**config.mk**
```make
export PLATFORM = sky130hd
export DESIGN_NAME = pipelined_chunk_adder_flat
export DESIGN_NICKNAME = d
export VERILOG_FILES = /design/src/rtl/pipelined_chunk_adder_if.sv /design/src/rtl/pipelined_chunk_adder.sv /design/src/flat_wrapper.sv
export SDC_FILE = /design/constraint.sdc
export NUM_CORES = 1
export LEC_CHECK = 0
export ABC_AREA = 1
export CORE_MARGIN = 2
export CORE_UTILIZATION = 54
export CTS_CLUSTER_SIZE = 8
export DETAILED_ROUTE_END_ITERATION = 16
export PLACE_DENSITY = 0.79
export SETUP_SLACK_MARGIN = 0.05
export SYNTH_ARGS = -nofsm -noshare
export SYNTH_HDL_FRONTEND = slang
export SYNTH_SLANG_ARGS = --single-unit
```
**constraint.sdc**
```tcl
create_clock -name clk -period 2.4 [get_ports clk]
set_input_delay 0.48 -clock clk [delete_from_list [all_inputs] [get_ports clk]]
set_output_delay 0.48 -clock clk [all_outputs]
set_load 0.02 [all_outputs]
```
**src/rtl/pipelined_chunk_adder_if.sv**
```systemverilog
// Handshake and operand/result bundle for pipelined_chunk_adder.
// The master side supplies operands and accepts results; the slave side is the adder.
interface pipelined_chunk_adder_if #(
  parameter int unsigned WIDTH = 16
);
  logic             in_valid;
  logic             in_ready;
  logic [WIDTH-1:0] a;
  logic [WIDTH-1:0] b;
  logic             sub;
  logic             sat;
  logic             out_valid;
  logic             out_ready;
  logic [WIDTH-1:0] sum;
  logic             cout;
  logic             flag_v;
  logic             flag_n;
  logic             flag_z;

  modport master (
    output in_valid, a, b, sub, sat, out_ready,
    input  in_ready, out_valid, sum, cout, flag_v, flag_n, flag_z
  );

  modport slave (
    input  in_valid, a, b, sub, sat, out_ready,
    output in_ready, out_valid, sum, cout, flag_v, flag_n, flag_z
  );
endinterface

```
**src/rtl/pipelined_chunk_adder.sv**
```systemverilog
// Pipelined WIDTH-bit add/subtract built from CHUNK-bit ripple slices, one slice per stage.
// The carry is registered between stages; the last stage also applies signed saturation and
// computes the N/Z/V flags. The whole pipe advances together under a valid/ready handshake.
module pipelined_chunk_adder #(
  parameter int unsigned WIDTH = 16,
  parameter int unsigned CHUNK = 4
) (
  input logic                   clk,
  input logic                   rst,
  pipelined_chunk_adder_if.slave bus
);

  // Divisor guarded so a bad CHUNK reaches the check below instead of a divide-by-zero.
  localparam int unsigned ChunkSafe = (CHUNK == 0) ? 1 : CHUNK;
  localparam int unsigned Stages    = WIDTH / ChunkSafe;

  if ((CHUNK < 1) || ((WIDTH % ChunkSafe) != 0)) begin : gen_bad_params
    $error("pipelined_chunk_adder: WIDTH must be a non-zero multiple of CHUNK");
  end

  // One pipeline slot. b already holds b' (inverted for subtract); sum accumulates the
  // completed low chunks; v/n/z are only meaningful in the final slot.
  typedef struct packed {
    logic             valid;
    logic [WIDTH-1:0] sum;
    logic [WIDTH-1:0] a;
    logic [WIDTH-1:0] b;
    logic             carry;
    logic             sub;
    logic             sat;
    logic             v;
    logic             n;
    logic             z;
  } stage_t;

  stage_t stage_q [Stages];
  stage_t stage_d [Stages];
  logic   adv;

  // Bubbles are not collapsed: the pipe moves only when the output slot is free or consumed.
  assign adv = !stage_q[Stages-1].valid | bus.out_ready;

  // Next state of every slot: add one chunk per stage, finish flags/saturation at the end.
  always_comb begin
    stage_t          src;
    stage_t          nxt;
    logic [CHUNK:0]  part;
    int unsigned     prev;
    for (int unsigned k = 0; k < Stages; k++) begin
      prev = (k == 0) ? 0 : k - 1;
      if (k == 0) begin
        src       = '0;
        src.valid = bus.in_valid & adv;
        src.a     = bus.a;
        src.b     = bus.sub ? ~bus.b : bus.b;
        src.carry = bus.sub;
        src.sub   = bus.sub;
        src.sat   = bus.sat;
      end else begin
        src = stage_q[prev];
      end
      nxt  = src;
      part = {1'b0, src.a[k*CHUNK +: CHUNK]} + {1'b0, src.b[k*CHUNK +: CHUNK]}
           + {{CHUNK{1'b0}}, src.carry};
      nxt.sum[k*CHUNK +: CHUNK] = part[CHUNK-1:0];
      nxt.carry                 = part[CHUNK];
      if (k == Stages - 1) begin
        // V and C describe the raw result; N and Z describe what is actually delivered.
        nxt.v = (src.a[WIDTH-1] == src.b[WIDTH-1]) & (nxt.sum[WIDTH-1] != src.a[WIDTH-1]);
        if (src.sat && nxt.v) begin
          nxt.sum = src.a[WIDTH-1] ? {1'b1, {(WIDTH-1){1'b0}}} : {1'b0, {(WIDTH-1){1'b1}}};
        end
        nxt.n = nxt.sum[WIDTH-1];
        nxt.z = (nxt.sum == '0);
      end
      stage_d[k] = adv ? nxt : stage_q[k];
    end
  end

  // Slot registers; reset empties every slot and zeroes the visible result.
  always_ff @(posedge clk) begin
    for (int unsigned k = 0; k < Stages; k++) begin
      if (rst) begin
        stage_q[k] <= '0;
      end else begin
        stage_q[k] <= stage_d[k];
      end
    end
  end

  assign bus.in_ready  = adv;
  assign bus.out_valid = stage_q[Stages-1].valid;
  assign bus.sum       = stage_q[Stages-1].sum;
  assign bus.cout      = stage_q[Stages-1].carry;
  assign bus.flag_v    = stage_q[Stages-1].v;
  assign bus.flag_n    = stage_q[Stages-1].n;
  assign bus.flag_z    = stage_q[Stages-1].z;

endmodule
```
**src/flat_wrapper.sv**
```systemverilog
// flat-port wrapper written by rule: the top's interface ports become plain ports
module pipelined_chunk_adder_flat 
#(
  parameter int unsigned WIDTH = 16,
  parameter int unsigned CHUNK = 4
)
  (clk, rst, bus_in_valid, bus_a, bus_b, bus_sub, bus_sat, bus_out_ready, bus_in_ready, bus_out_valid, bus_sum, bus_cout, bus_flag_v, bus_flag_n, bus_flag_z);
  pipelined_chunk_adder_if #(.WIDTH(WIDTH)) bus_i ();
  input logic clk;
  input logic rst;
  input wire logic [$bits(bus_i.in_valid)-1:0] bus_in_valid;
  input wire logic [$bits(bus_i.a)-1:0] bus_a;
  input wire logic [$bits(bus_i.b)-1:0] bus_b;
  input wire logic [$bits(bus_i.sub)-1:0] bus_sub;
  input wire logic [$bits(bus_i.sat)-1:0] bus_sat;
  input wire logic [$bits(bus_i.out_ready)-1:0] bus_out_ready;
  output wire logic [$bits(bus_i.in_ready)-1:0] bus_in_ready;
  output wire logic [$bits(bus_i.out_valid)-1:0] bus_out_valid;
  output wire logic [$bits(bus_i.sum)-1:0] bus_sum;
  output wire logic [$bits(bus_i.cout)-1:0] bus_cout;
  output wire logic [$bits(bus_i.flag_v)-1:0] bus_flag_v;
  output wire logic [$bits(bus_i.flag_n)-1:0] bus_flag_n;
  output wire logic [$bits(bus_i.flag_z)-1:0] bus_flag_z;
  assign bus_i.in_valid = bus_in_valid;
  assign bus_i.a = bus_a;
  assign bus_i.b = bus_b;
  assign bus_i.sub = bus_sub;
  assign bus_i.sat = bus_sat;
  assign bus_i.out_ready = bus_out_ready;
  assign bus_in_ready = bus_i.in_ready;
  assign bus_out_valid = bus_i.out_valid;
  assign bus_sum = bus_i.sum;
  assign bus_cout = bus_i.cout;
  assign bus_flag_v = bus_i.flag_v;
  assign bus_flag_n = bus_i.flag_n;
  assign bus_flag_z = bus_i.flag_z;
  pipelined_chunk_adder #(.WIDTH(WIDTH), .CHUNK(CHUNK)) u_core (.clk(clk), .rst(rst), .bus(bus_i));
endmodule
```
### After elaboration in Yosys (flattened, before gate mapping)

Memories as Yosys holds them, arrays and structs flattened.
Index checks and enable logic that the tools add are counted.

| word-level totals | value |
|---|---|
| bits in registers | 0 |
| bits in writable memories | 220 |
| bits of input ports | 38 |
| output and inout port bits | 22 |
| logic and storage cells | 36 |
| memories kept | 1 |

| cells by class | value |
|---|---|
| add/subtract/negate cells | 8 |
| equality and inequality tests | 2 |
| multiplexer cells | 14 |
| bitwise logic cells | 8 |
| reduce and logical (&&, ||, !) cells | 3 |

Memory list:

| name | depth | bits a word | read ports | clocked after Yosys merged registers in | write ports | line | source |
|---|---|---|---|---|---|---|---|
| u_core.stage_q | 4 | 55 | 4 | 0 | 4 | pipelined_chunk_adder.sv:36 | `stage_t stage_q [Stages];` |

Operator list:

| kind | count |
|---|---|
| 55-bit 2-to-1 mux | 8 |
| 16-bit 2-to-1 mux | 3 |
| 4-bit by 4-bit adder with 5-bit output | 4 |
| 5-bit by 1-bit adder with 5-bit output | 4 |
| 16-bit logical NOT | 1 |
| 16-bit NOT | 1 |
| 1-bit OR | 5 |
| 1-bit 2-to-1 mux | 3 |
| 1-bit bitwise AND | 2 |
| 1-bit == test | 1 |
| 1-bit logical AND | 1 |
| 1-bit logical NOT | 1 |
| 1-bit != test | 1 |

### Depth between registers and ports, before layout

Gate-level depths: netlist of run 1.
An unclocked memory read counts as a cell.

| logic depth | value |
|---|---|
| depth after elaboration | 10 |
| mapped depth | 11 |

### Worst setup path after synthesis of run 1

Ideal clock, no wire load.

| timing | value |
|---|---|
| path kind | input to register |
| start point | input bus_sub |
| end point | memory u_core.stage_q[0][41] (netlist name) |
| setup time | 114 ps |
| data arrival time | 1851 ps |
| path slack | 435 ps |
| cell stages on the path | 9 |
| buffers on the path | 2 |
| cells stage by stage | buf_2 > buf_2 > xor2_1 > ha_1 > a21oi_1 > nand2_1 > xor2_1 > o21bai_1 > inv_1 |

RTL lines:

| what | line | source |
|---|---|---|
| from (decl) | flat_wrapper.sv:14 | `input wire logic [$bits(bus_i.sub)-1:0] bus_sub;` |
| to (decl) | pipelined_chunk_adder.sv:36 |  |

### Worst setup path in the final report of run 1

| timing | value |
|---|---|
| start point | input bus_out_ready |
| end point | output bus_in_ready |

| on the way | value |
|---|---|
| cells in the longest elaborated chain, start to end | 1 |

Ends and longest elaborated chain:

| what | line | source |
|---|---|---|
| from (decl) | flat_wrapper.sv:16 | `input wire logic [$bits(bus_i.out_ready)-1:0] bus_out_ready;` |
| 1-bit OR | pipelined_chunk_adder.sv:41 | `assign adv = !stage_q[Stages-1].valid \| bus.out_ready;` |
| to (decl) | flat_wrapper.sv:17 | `output wire logic [$bits(bus_i.in_ready)-1:0] bus_in_ready;` |

No other way between the ends.

==> results.md, run 1 <==
* Total GRT Usage at 20.97%
* Compound-gate portion of the synthesized area at 19.23%
* Post-synthesis net count at 589
* Min Tclk post-route at 2.247 ns
* Total CTS buffers at 9
* CTS max path bufs at 2
* Slowest CP cell: clkdlybuf4s50_1
* Worst slew margin at 56.61%
* Worst-path cell chain: clkdlybuf4s50_1 > nor2_4 > inv_2 > clkdlybuf4s50_1
* Worst slew pin tran at 0.6509 ns
* Crit path capture type: output port
* Hold_buf cts at 0
* Hold WS at 0.4571 ns
* P_sw at 0.8891 mW
* CP max FO at 2
* Routed Antenna Nets at 0
* Synth top area cells: dfxtp_1 (47%), o21ai_0 (11%), nor2_1 (9.4%)
* Post-synthesis mux area share at 0.2622%
* Sink Count at 101
* Final Cell Area at 5155 µm²
* CP dominant cell by count: clkdlybuf4s50_1
* Die Wd at 93.18 µm
* Largest net degree at the start of global routing at 115
* Critical path type: in2out
* Final Util at 66.71%
* Net Sw Frac at 25.76%
* WL final at 8590 µm
* Most frequent cells in the layout: nor2_1 (107), dfxtp_1 (101), o21ai_0 (93)
* Top Registers: u_core.stage_q: 101 flops
* DPL Wire Length at 5879 µm
* Residual DRC at 0
* Root Buffer: clkbuf_8
* Vias in the first global route at 3258
* Leading area contributor after synthesis: dfxtp_1
* Initial cell density of the core at 55.57%
* CP arrival at 1.77 ns
* Crit path launch type: input port
* Worst hold path depth at 2
* Vias/cell at 5.227
* Comb pwr share at 14.7%
* Area grow syn2layout at 20.05%
* Setup TNS at 0 ns
* Latest clock arrival within the worst-skew pair at 0.36 ns
* Cell row count at 32
* Share of cells above drive strength 1 at 6.724%
* Post-place setup slack at 0.1444 ns
* Mapped Area at 4294 µm²
* Final Cycle Share at 93.63%
* Internal power at 2.563 mW
* Yosys reg bits at 101
* Critical Path RT at 1.92 ns
* Nets at 632
* Average wire per cell in the routed design at 12.60 µm
* Final clock skew at 0.008759 ns
* # port buffers at 59
* Status: finished, final reports clean
* DIE AREA at 8682 µm²
* ANT cells at 0
* Worst VDD drop at 0.2877 mV
* Final setup vio count at 0
* Largest register FFs at 101
* R2r worst-path depth at 10
* Maxcap violations at 0
* RSZ-0062 raised after global routing: false
* Pwr per Cell Area at 669.6 nW/µm²
* Setup bufs post-CTS at 0
* Placed inst area at 4956 µm²
* Core area at 7727 µm²
* Largest Register: u_core.stage_q
* Die height at 93.18 µm
* Clk slew on worst S/H paths at 0.08 ns
* Maximum clock rate at 445.0 MHz
* CTS tree: done
* Post-synthesis simple-gate area fraction at 16.03%
* Cell variety after synth at 29
* Final WS setup at 0.1528 ns
* Post-Synthesis Cells at 532
* Antenna violations before repair at 0
* Post-CTS sizing at 0
* RePlAce Congestion at 0.8167
* Synth Warn # at 0
* Post-Synth XOR/XNOR Area at 4.283%
* Sequential fraction of the synthesis area at 47.09%
* Leakage power at 2.279 nW
* Syn_area_per_cell at 8.072 µm²
* Post-synthesis adder-cell area fraction at 6.760%
* Largest family of logic cells by synthesized area: compound AO/OA/AOI/OAI gates
* DR iter-0 viols at 167
* Post-synth top area share at 47.09%
* IO Pins at 60
* Clock Power Share at 30.8%
* Proportion of power drawn by flip-flops and latches at 54.5%
* H-tree depth at 3
* Most common cell after layout, fill and taps aside: nor2_1
* GR Overflow Total at 0
* Final Slew Violations at 0
* Final Hold Vio Count at 0
* Worst Hold Class: reg2reg
* First-pass GRT wire length at 14460 µm
* Via count at 3565
* First drt pass iteration count at 4
* Worst stage delay on the critical path at 0.64 ns
cells by family after synthesis:
kind of cell,count (synthesis)
AOI/OAI and AO/OA,158
xor gates and xnor gates,21
buffers and inverters,68
muxes,1
DFF,101
adders and majority gates,19
and+or+nand+nor,164
per-stage QoR:
step	power (mW)	cells
after global routing	3.637	682
after detailed placement	2.422	666
final	3.452	682
after CTS	3.474	682
after global placement	2.402	666
after floorplan	2.226	532
critical path, delay by kind of cell:
family,cells,cell delay (ns)
buffers and inverters,3,1.22
AND/OR/NAND/NOR,1,0.06
final timing paths:
kind                                            start                    end  slack [ns]
worst max register to register   u_core.stage_q[2][5]   u_core.stage_q[3][0]        0.31
worst max-delay path                    bus_out_ready           bus_in_ready        0.15
worst min register to register  u_core.stage_q[2][54]  u_core.stage_q[2][54]        0.46
worst min-delay path            u_core.stage_q[2][54]  u_core.stage_q[2][54]        0.46
final cells by class:
cell class                      instances  area [µm²]
Clock buffer                           11       141.4
Fill cell                             613        2572
Inverter                               33       123.9
Timing Repair Buffer                   67       675.6
Multi-Input combinational cell        363        2007
Sequential cell                       101        2022
Tap cell                              102       127.6
Clock inverter                          5       57.56
cells in the mapped netlist:
| cell | count |
|---|---|
| a211oi_1 | 2 |
| a21boi_1 | 1 |
| a21oi_1 | 52 |
| a21oi_2 | 2 |
| buf_1 | 1 |
| buf_2 | 5 |
| buf_4 | 1 |
| buf_6 | 1 |
| clkbuf_1 | 27 |
| clkinv_1 | 1 |
| dfxtp_1 | 101 |
| fa_1 | 7 |
| ha_1 | 12 |
| inv_1 | 32 |
| mux2_2 | 1 |
| nand2_1 | 30 |
| nand2_2 | 4 |
| nand3_1 | 15 |
| nand3_2 | 3 |
| nand4_1 | 1 |
| nand4_4 | 1 |
| nor2_1 | 108 |
| o211ai_1 | 5 |
| o21ai_0 | 93 |
| o21bai_1 | 2 |
| o31ai_1 | 1 |
| or2_2 | 2 |
| xnor2_1 | 16 |
| xor2_1 | 5 |
routing by layer:
layer  vias up  wire (µm)  track usage (%)  part of all wire (%)
li1       1832          -                -                     -
met1      1613       3888            25.90                    45
met2       107       4123            36.71                    48
met3        13        420            2.981                   4.9
met4         0        157            8.701                   1.8
met5         -          0                0                     0
power by group through the flow:
stage	Sequential, mW	Clock [mW]	Combinational, mW
after CTS	1.88	1.09	0.508
after detailed placement	1.92	0	0.505
final	1.88	1.06	0.507
after global placement	1.91	0	0.490
after global routing	1.90	1.17	0.567
after floorplan	1.92	0	0.303
Power figures use the tool's default switching activity.
==> run 2: changes to the inputs <==
==> constraint.sdc (replaced) <==
create_clock -name clk -period 2.4 [get_ports clk]
set_input_delay 0.36 -clock clk [delete_from_list [all_inputs] [get_ports clk]]
set_output_delay 0.36 -clock clk [all_outputs]
set_load 0.02 [all_outputs]
==> results.md, run 2 (synthesis results as in run 1) <==
* Residual DRC at 0
* CP max FO at 2
* Worst slew pin tran at 0.6513 ns
* Worst VDD drop at 0.3178 mV
* Filler instances at 631
* Hold Path Sink: u_core.stage_q[2][54]
* Nets at 632
* Setup bufs post-CTS at 0
* RePlAce Congestion at 0.7883
* Clk slew on worst S/H paths at 0.09 ns
* Most common cell after layout, fill and taps aside: nor2_1
* Average wire per cell in the routed design at 12.84 µm
* # port buffers at 59
* Top Registers: u_core.stage_q: 101 flops
* Critical path type: in2out
* IO Pins at 60
* ANT cells at 0
* CTS max path bufs at 2
* Vias/cell at 5.160
* R2r worst-path depth at 10
* Reg2reg setup slack at 0.42 ns
* Worst hold path depth at 2
* Largest Register: u_core.stage_q
* Crit path launch type: input port
* Total CTS buffers at 9
* Post-CTS sizing at 0
* Min-delay src: u_core.stage_q[2][54]
* Final clock skew at 0.005704 ns
* Via count at 3519
* CTS tree: done
* RSZ-0062 raised after global routing: false
* Die Wd at 93.18 µm
* GR Overflow Total at 0
* Vias in the first global route at 3370
* Initial cell density of the core at 55.57%
* R2R Path Start: u_core.stage_q[2][5]
* Hold_buf cts at 0
* Largest net degree at the start of global routing at 115
* Area grow syn2layout at 20.51%
* DIE AREA at 8682 µm²
* Min Tclk post-route at 2.016 ns
* Root Buffer: clkbuf_8
* Die height at 93.18 µm
* Status: finished, final reports clean
* Core area at 7727 µm²
* Final Slew Violations at 0
* Antenna violations before repair at 0
* Multi-input gate area at 2007 µm²
* DPL Wire Length at 5876 µm
* Pwr per Cell Area at 681.9 nW/µm²
* Setup TNS at 0 ns
* Final Cycle Share at 83.99%
* First-pass GRT wire length at 15120 µm
* Critical Path RT at 2.04 ns
* Cell row count at 32
* R2r endpoint: u_core.stage_q[3][0]
* Leakage power at 2.286 nW
* Hold WS at 0.4604 ns
* WL final at 8757 µm
* Maximum clock rate at 496.1 MHz
* H-tree depth at 3
* Sink Count at 101
* Latest clock arrival within the worst-skew pair at 0.36 ns
* Largest register FFs at 101
* Worst slew margin at 56.58%
* Crit path capture type: output port
* First drt pass iteration count at 5
* Share of cells above drive strength 1 at 6.897%
* Final setup vio count at 0
* Maxcap violations at 0
* Reg area at 2022 µm²
* Total GRT Usage at 21.79%
* Most frequent cells in the layout: nor2_1 (107), dfxtp_1 (101), o21ai_0 (93)
* Worst Hold Class: reg2reg
* DR iter-0 viols at 184
* CP arrival at 1.66 ns
* Routed Antenna Nets at 0
* Final Hold Vio Count at 0
## run 2: layer usage
layer  wire [µm]  share of wire [%]  vias to the layer above  global-route usage [%]
met5           0                  0                        -                       0
met4         184                2.1                        0                   8.946
met3         332                3.8                       13                   3.143
met1        3995                 46                     1596                   27.96
met2        4244                 48                       76                   36.90
li1            -                  -                     1834                       -
## run 2: final cells by class
class	instances	area share (%)
clock buffers	11	2.926
clock inverters	5	1.306
inverters	33	2.394
multi-input cells	363	38.78
flip-flops and latches	101	39.07
well taps	102	2.466
repair buffers	67	13.06
## run 2: how the worst max path moves through the flow
stage / start / end / slack, ns / cells after the start
finish: bus_out_ready / bus_in_ready / 0.38 / 4
global placement: bus_b[0] / u_core.stage_q[0][5] / 0.34 / 7
floorplan: bus_sub / u_core.stage_q[0][41] / 0.56 / 9
CTS: bus_out_ready / bus_in_ready / 0.37 / 4
global route: u_core.stage_q[2][5] / u_core.stage_q[3][0] / 0.24 / 10
detailed placement: bus_b[0] / u_core.stage_q[0][5] / 0.30 / 7
## run 2: critical path, cell delays in order
cell             delay, ns
clkdlybuf4s50_1       0.51
nor2_4                0.05
inv_2                 0.09
clkdlybuf4s50_1       0.65
## run 2: power by group
part | total (mW) | internal, mW | switching [mW] | leakage (nW)
clock network | 1.14 | 0.552 | 0.587 | 0.112
logic | 0.510 | 0.244 | 0.266 | 1.34
registers | 1.88 | 1.81 | 0.0731 | 0.831
## run 2: through the flow
| step | setup slack, ns | power [mW] | cell area [µm²] | cells | util, % |
|---|---|---|---|---|---|
| after floorplan | 0.5552 | 2.226 | 4294 | 532 | - |
| after global placement | 0.3355 | 2.404 | 4956 | 666 | 64.14 |
| after detailed placement | 0.2992 | 2.424 | 4956 | 666 | 64.14 |
| after CTS | 0.3697 | 3.553 | 5175 | 682 | 66.97 |
| after global routing | 0.2365 | 3.697 | 5175 | 682 | 66.97 |
| final | 0.3842 | 3.529 | 5175 | 682 | 66.97 |
==> run 3: changes to the inputs <==
Settings changed: CORE_UTILIZATION 54 to 49, PLACE_DENSITY 0.79 to 0.76.
Clock period 2.4 ns to 1.7 ns, I/O delays scaled along.
==> results.md, run 3 (synthesis results as in run 1) <==
* Status: finished with violations
* Failing checks: setup timing
* DR iter-0 viols at 152
* Worst stage delay on the critical path at 0.42 ns
* Vias/cell at 5.176
* DPL Wire Length at 6080 µm
* GR Overflow Total at 0
* Critical Path RT at 2.00 ns
* Slowest CP cell: fa_2
* Cell row count at 34
* CP arrival at 2.22 ns
* Final Util at 65.62%
* Final Cell Area at 5639 µm²
* Nets at 665
* Sink Count at 101
* Internal power at 3.941 mW
* Latest clock arrival within the worst-skew pair at 0.36 ns
* Setup TNS at -1.103 ns
* Final Slew Violations at 0
* CP dominant cell by count: nand2_1
* IO Pins at 60
* Largest Register: u_core.stage_q
* Most common cell after layout, fill and taps aside: nor2_1
* Die height at 97.62 µm
* Total GRT Usage at 19.61%
* Final std cells w/o fill at 720
* Core area at 8593 µm²
* Area grow syn2layout at 31.32%
* Total CTS buffers at 9
* Final clock skew at 0.007377 ns
* First-pass GRT wire length at 15570 µm
* Initial cell density of the core at 49.97%
* Critical path type: reg2reg
* Via count at 3727
* Largest net degree at the start of global routing at 74
* Crit path launch type: flip-flop
* Comb pwr share at 15.8%
* P_sw at 1.333 mW
* Hold_buf cts at 0
* Worst-path cell chain: fa_2 > buf_6 > nand3_4 > nand2_1 > nand4_1 > nand2_1 > inv_2 > nand2_1 > nor2_1 > nand3_1 > a21oi_2
* Clk slew on worst S/H paths at 0.09 ns
* Largest register FFs at 101
* Reg area at 2029 µm²
* Share of cells above drive strength 1 at 17.81%
* CTS max path bufs at 2
* Most frequent cells in the layout: nor2_1 (106), dfxtp_1 (95), o21ai_0 (90)
* Antenna violations before repair at 0
* Pwr per Cell Area at 935.2 nW/µm²
* Worst Hold Class: reg2reg
* Worst slew pin tran at 0.3535 ns
* Final WS setup at -0.2185 ns
* Crit path capture type: flip-flop
* First drt pass iteration count at 4
* Leakage power at 2.468 nW
* WL final at 9329 µm
* Final Hold Vio Count at 0
* CTS tree: done
* Clock Power Share at 33.7%
* Maxcap violations at 0
* Routed Antenna Nets at 0
* Worst VDD drop at 0.4404 mV
* Min Tclk post-route at 1.919 ns
* CP max FO at 3
* Final Cycle Share at 112.9%
* Residual DRC at 0
* Maximum clock rate at 521.2 MHz
* Proportion of power drawn by flip-flops and latches at 50.4%
* Worst slew margin at 76.43%
* Vias in the first global route at 3535
* Dpl cells at 698
* Average wire per cell in the routed design at 12.96 µm
* Top Registers: u_core.stage_q: 101 flops
* # port buffers at 59
* Placed inst area at 5165 µm²
* ANT cells at 0
* DIE AREA at 9529 µm²
* Net Sw Frac at 25.27%
* RePlAce Congestion at 0.8740
* Filler instances at 708
* Final setup vio count at 16
* Root Buffer: clkbuf_8
* H-tree depth at 3
* Multi-input gate area at 2163 µm²
* RSZ-0062 raised after global routing: true
* Die Wd at 97.62 µm
run 3: timing repair:
item / CTS / global route
resized for setup: 20 / 34
setup endpoints to repair: 19 / 25
pin swaps: 3 / 9
cloned: 2 / 0
buffers inserted: 4 / 4
run 3: layout make-up:
class | instances | share of cell area (%)
multi-input cells | 364 | 38.36
clock buffers | 9 | 2.197
inverters | 33 | 2.197
flip-flops and latches | 101 | 35.99
repair buffers | 99 | 16.86
clock inverters | 6 | 1.997
well taps | 108 | 2.396
run 3: final timing paths:
kind	start	to	slack, ns	depth (start not counted)
worst max-delay path	u_core.stage_q[2][34]	u_core.stage_q[3][0]	-0.22	11
worst min-delay path	u_core.stage_q[0][18]	u_core.stage_q[1][18]	0.46	2
worst max register to register	u_core.stage_q[2][34]	u_core.stage_q[3][0]	-0.22	11
worst min register to register	u_core.stage_q[0][18]	u_core.stage_q[1][18]	0.46	2
run 3: stage by stage:
step / setup WS (ns) / total power [mW] / hold WS [ns]
2_1_floorplan: 0.02717 / 3.145 / 0.3174
3_3_place_gp: -0.2201 / 3.438 / 0.4398
3_5_place_dp: -0.3243 / 3.473 / 0.4451
4_1_cts: -0.1248 / 5.260 / 0.4601
5_1_grt: -0.3545 / 5.517 / 0.4931
6_report: -0.2185 / 5.274 / 0.4578
run 3: routing by layer:
metal,vias to the layer above,wire (µm),GRT usage (%)
met2,90,4497,32.68
met4,0,176,8.226
met1,1719,4285,25.07
li1,1901,-,-
met3,17,369,3.525
met5,-,0,0
run 3: worst max-delay path: cells and delay by family, from the launching register on:
| family | cells | cell delay [ns] |
|---|---|---|
| simple gates | 7 | 0.72 |
| buf+inv | 2 | 0.26 |
| flops | 1 | 0.34 |
| compound gates | 1 | 0.12 |
| fa+ha+maj | 1 | 0.42 |
run 3: power groups by stage:
| stage | sequential [mW] | clock (mW) | combinational, mW |
|---|---|---|---|
| after global routing | 2.68 | 1.90 | 0.934 |
| after detailed placement | 2.71 | 0 | 0.768 |
| after floorplan | 2.71 | 0 | 0.430 |
| after CTS | 2.65 | 1.81 | 0.795 |
| after global placement | 2.70 | 0 | 0.739 |
| final | 2.66 | 1.78 | 0.836 |
